==> config.mk <==
export PLATFORM = sky130hd
export DESIGN_NAME = sprite_rom_arbiter
export DESIGN_NICKNAME = d
export VERILOG_FILES = /design/src/rtl/sprite_rom_arbiter.sv
export SDC_FILE = /design/constraint.sdc
export NUM_CORES = 1
export LEC_CHECK = 0
export ABC_AREA = 0
export ABC_CLOCK_PERIOD_IN_PS = 3000
export BUFFER_PORTS_ARGS = -buffer_cell sky130_fd_sc_hd__buf_2
export CORE_MARGIN = 1
export CORE_UTILIZATION = 30
export CTS_BUF_LIST = sky130_fd_sc_hd__clkbuf_8
export DETAILED_ROUTE_END_ITERATION = 10
export HOLD_SLACK_MARGIN = 0.1
export PLACE_DENSITY = 0.53
export SLEW_MARGIN = 40
export SYNTH_ARGS = -nofsm -noshare
export SYNTH_HDL_FRONTEND = slang
export SYNTH_SLANG_ARGS = --single-unit
==> constraint.sdc <==
create_clock -name clk -period 3 [get_ports clk]
set_clock_uncertainty 0.2 [all_clocks]
set_input_delay 0.3 -clock clk [delete_from_list [all_inputs] [get_ports clk]]
set_output_delay 0.3 -clock clk [all_outputs]
set_load 0.005 [all_outputs]
==> src/rtl/sprite_rom_arbiter.sv <==
// Two-requester arbiter sharing one pipelined sprite ROM.
// A tag pipeline routes each returned word back to the requester that issued it.
module sprite_rom_arbiter #(
  parameter int unsigned ADDR_W  = 12,
  parameter int unsigned DATA_W  = 12,
  parameter int unsigned ROM_LAT = 2
) (
  input  logic              clk,
  input  logic              rst,
  input  logic              prio,
  input  logic              req0,
  input  logic              req1,
  input  logic [ADDR_W-1:0] addr0,
  input  logic [ADDR_W-1:0] addr1,
  output logic              gnt0,
  output logic              gnt1,
  output logic              rvalid0,
  output logic              rvalid1,
  output logic [DATA_W-1:0] rdata,
  output logic [ADDR_W-1:0] rom_addr,
  output logic              rom_en,
  input  logic [DATA_W-1:0] rom_data
);

  localparam int unsigned TAG_N = ROM_LAT + 1;

  logic              last_id;
  logic              rom_id;
  logic              accept;
  logic [TAG_N-1:0]  tag_v;
  logic [TAG_N-1:0]  tag_id;
  logic [DATA_W-1:0] rom_q;

  // Fixed priority to requester 0, or alternate against the last winner.
  always_comb begin
    gnt0 = 1'b0;
    gnt1 = 1'b0;
    if (!rst) begin
      if (prio) begin
        gnt0 = req0;
        gnt1 = req1 & ~req0;
      end else if (req0 && req1) begin
        gnt0 = last_id;
        gnt1 = ~last_id;
      end else begin
        gnt0 = req0;
        gnt1 = req1;
      end
    end
  end

  assign accept = gnt0 | gnt1;

  // ROM issue register and last-grant pointer.
  always_ff @(posedge clk or posedge rst) begin
    if (rst) begin
      rom_en   <= 1'b0;
      rom_addr <= '0;
      rom_id   <= 1'b0;
      last_id  <= 1'b1;
    end else begin
      rom_en <= accept;
      if (accept) begin
        rom_addr <= gnt1 ? addr1 : addr0;
        rom_id   <= gnt1;
        last_id  <= gnt1;
      end
    end
  end

  // Tag pipeline follows the read; rom_data is registered so the last tag
  // stage lines up with the word the ROM produced for that read.
  always_ff @(posedge clk or posedge rst) begin
    if (rst) begin
      tag_v  <= '0;
      tag_id <= '0;
      rom_q  <= '0;
    end else begin
      tag_v  <= {tag_v[TAG_N-2:0], rom_en};
      tag_id <= {tag_id[TAG_N-2:0], rom_id};
      rom_q  <= rom_data;
    end
  end

  // Return stage: rdata holds between responses.
  always_ff @(posedge clk or posedge rst) begin
    if (rst) begin
      rvalid0 <= 1'b0;
      rvalid1 <= 1'b0;
      rdata   <= '0;
    end else begin
      rvalid0 <= tag_v[TAG_N-1] & ~tag_id[TAG_N-1];
      rvalid1 <= tag_v[TAG_N-1] & tag_id[TAG_N-1];
      if (tag_v[TAG_N-1]) begin
        rdata <= rom_q;
      end
    end
  end

endmodule

==> flow_summary.json <==
{
  "max-clock-path-buffers": 2,
  "vdd_drop_max_mv": 0.217,
  "gp_congestion": 0.667,
  "synth-compound-area-share": 0.0965,
  "synthAdderAreaFrac": 0,
  "synth_top_area_share": 0.710,
  "cap_violations": 0,
  "dpl.cell_count": 236,
  "final_cell_mix": "69 x buf_2, 46 x dfrtp_1, 37 x dlygate4sd3_1, 13 x and2_1",
  "use_met2": 0.227,
  "fp.dieW_microns": 75.5,
  "crit_arrival_ps": 2420,
  "status": "finished clean",
  "yosys.area_share.simple": 0.0641,
  "num_io_pins": 70,
  "synth_top_family_by_area": "compound AO/OA/AOI/OAI gates",
  "placed_area_sq_um": 2020,
  "first_iter_violations": 52,
  "clock_latency_ps": 300,
  "grt_pass1_wl_mm": 5.44,
  "initial_core_util": 0.315,
  "timing.final.crit_share": 0.797,
  "layout_commonest_cell": "buf_2",
  "postCtsSetupBuffers": 0,
  "ys_seq_elements": 47,
  "drive_gt1_frac": 0.445,
  "grt-busiest-layer": "met2",
  "grt_antenna_before_repair": 0,
  "required_ps": 3030,
  "drt_pass1_iterations": 4,
  "crit_path_start_kind": "primary input",
  "syn_area_sq_um": 1620,
  "grt_usage": 0.130,
  "grt_util_met1": 0.150,
  "syn_avg_cell_area_sq_um": 16.0,
  "holdCritStartpoint": "tag_v[1]",
  "tightestPinTransition_ps": 633,
  "min_path_type": "reg -> reg",
  "worstReg2RegStart": "last_id",
  "max-slew-margin-rel": 0.578,
  "p_total_uw": 1450,
  "clock-sinks": 47,
  "ys.warnings.count": 0,
  "synth_xor_area_frac": 0,
  "n_antenna_cell": 0,
  "worst-setup-path-type": "in -> reg",
  "cts_resized": 0,
  "synthCells": 101,
  "core_area_sq_um": 5140,
  "wl_per_cell_microns": 12.4,
  "fp-row-count": 26,
  "nNetsFinal": 251,
  "rsz0062_at_grt": "no",
  "portBuffers": 69,
  "postLayoutCellArea_sq_um": 2520,
  "worst-path-max-fanout": 14,
  "fin_cells": 281,
  "syn_nets": 142,
  "setup_violations": 0,
  "tns_ps": 0,
  "finalWorstPathRequiredPeriod_ps": 2390,
  "clkTransAtPathRegs_ps": 80,
  "tritoncts": "yes",
  "drc": 0,
  "cts_buffers": 5,
  "synth.area.mux_share": 0.0834,
  "grt_max_degree": 48,
  "synth.area.top_cells": "dfrtp_1 71%, mux2_2 8.3%, a221o_1 7.4%",
  "vias": 1224,
  "via_per_inst": 4.36,
  "yosysTopAreaCell": "dfrtp_1",
  "ys_types": 17,
  "die_h_microns": 75.5,
  "crit_path_end_kind": "flip-flop",
  "setup.worst_path.start": "rst",
  "p_per_area_nw_per_um2": 575,
  "drv_slew": 0,
  "clockRootBuffer": "clkbuf_8",
  "dieArea_sq_um": 5700,
  "ant_nets": 0,
  "use_met3": 0.0423,
  "routed_wirelength_mm": 3.49,
  "hpwlAfterDp_mm": 2.19,
  "areaGrowthSynthToFinish_pct": 55.3,
  "grt_pass1_vias": 1242,
  "hold_viol_final": 0,
  "p_leak_uw": 0.00124,
  "max_freq_ghz": 0.418,
  "htree_levels": 2,
  "overflow": 0,
  "ys_seq_area_frac": 0.727,
  "holdWs_ps": 152
}
registers in the layout, indices dropped and copies added (netlist names):
register  cells
tag_id        3
rom_addr     12
last_id       1
rvalid0       1
rdata        12
tag_v         3
rom_id        1
rom_q        12
rvalid1       1
rom_en        1
kinds of logic (layout without fill, tap and decap cells):
group,after synthesis,count (layout)
flops,47,47
compound gates,17,17
simple gates,17,17
mux,12,12
buf+inv,8,118
through the flow:
step | setup WS (ps) | util
final | 609 | 0.490
after global routing | 532 | 0.490
after CTS | 605 | 0.489
after detailed placement | 1200 | 0.394
after global placement | 1280 | 0.394
after floorplan | 666 | -
routing by layer:
layer	up-vias	share of wire
met5	-	0
met4	0	0.0077
met3	4	0.065
met2	64	0.50
met1	590	0.43
li1	566	-
synth_stat cells:
cell type  instances
buf_2              2
nor2b_1            1
dfrtp_1           46
nor2_1             1
o21bai_1           2
mux2_2            12
and3_1             1
a221o_1           12
buf_6              2
a21oi_2            1
clkbuf_1           1
a21o_1             1
dfstp_2            1
o21ai_1            1
and2_1            13
nand2b_1           1
inv_1              3
final timing paths:
path	end	slack (ps)	cells past startpoint
min in group asynchronous	rom_addr[2]	510	4
setup reg to reg	rom_addr[7]	800	4
setup / recovery	rom_addr[7]	610	6
max in group asynchronous	rdata[3]	1690	4
hold / removal	tag_v[2]	150	0
hold reg to reg	tag_v[2]	150	0
power breakdown:
group          total (uW)  leakage [uW]  switching (uW)  internal (uW)
clock network         472     0.0000612             202            270
registers             738      0.000561            34.0            704
logic                 236      0.000617            84.4            152
total                1450       0.00124             321           1130
cell type report:
class	count	area, sq um
multi-input cells	46	399
well taps	70	87.6
clock inverters	2	35.0
flip-flops and latches	47	1180
fillers	488	2620
clock buffers	6	82.6
repair buffers	107	723
inverters	3	11.3
timing repair:
action / in CTS / in global routing
endpoints found under the setup margin: 0 / 0
hold buffers: 37 / 0
hold endpoints to repair: 70 / 0
worst max-delay path, cell delays in order:
cell,delay (ps)
dlygate4sd3_1,520
buf_2,130
nand2b_1,160
a21oi_2,490
a221o_1,270
dlygate4sd3_1,540
Note: power is estimated with default switching activity, not from simulation.
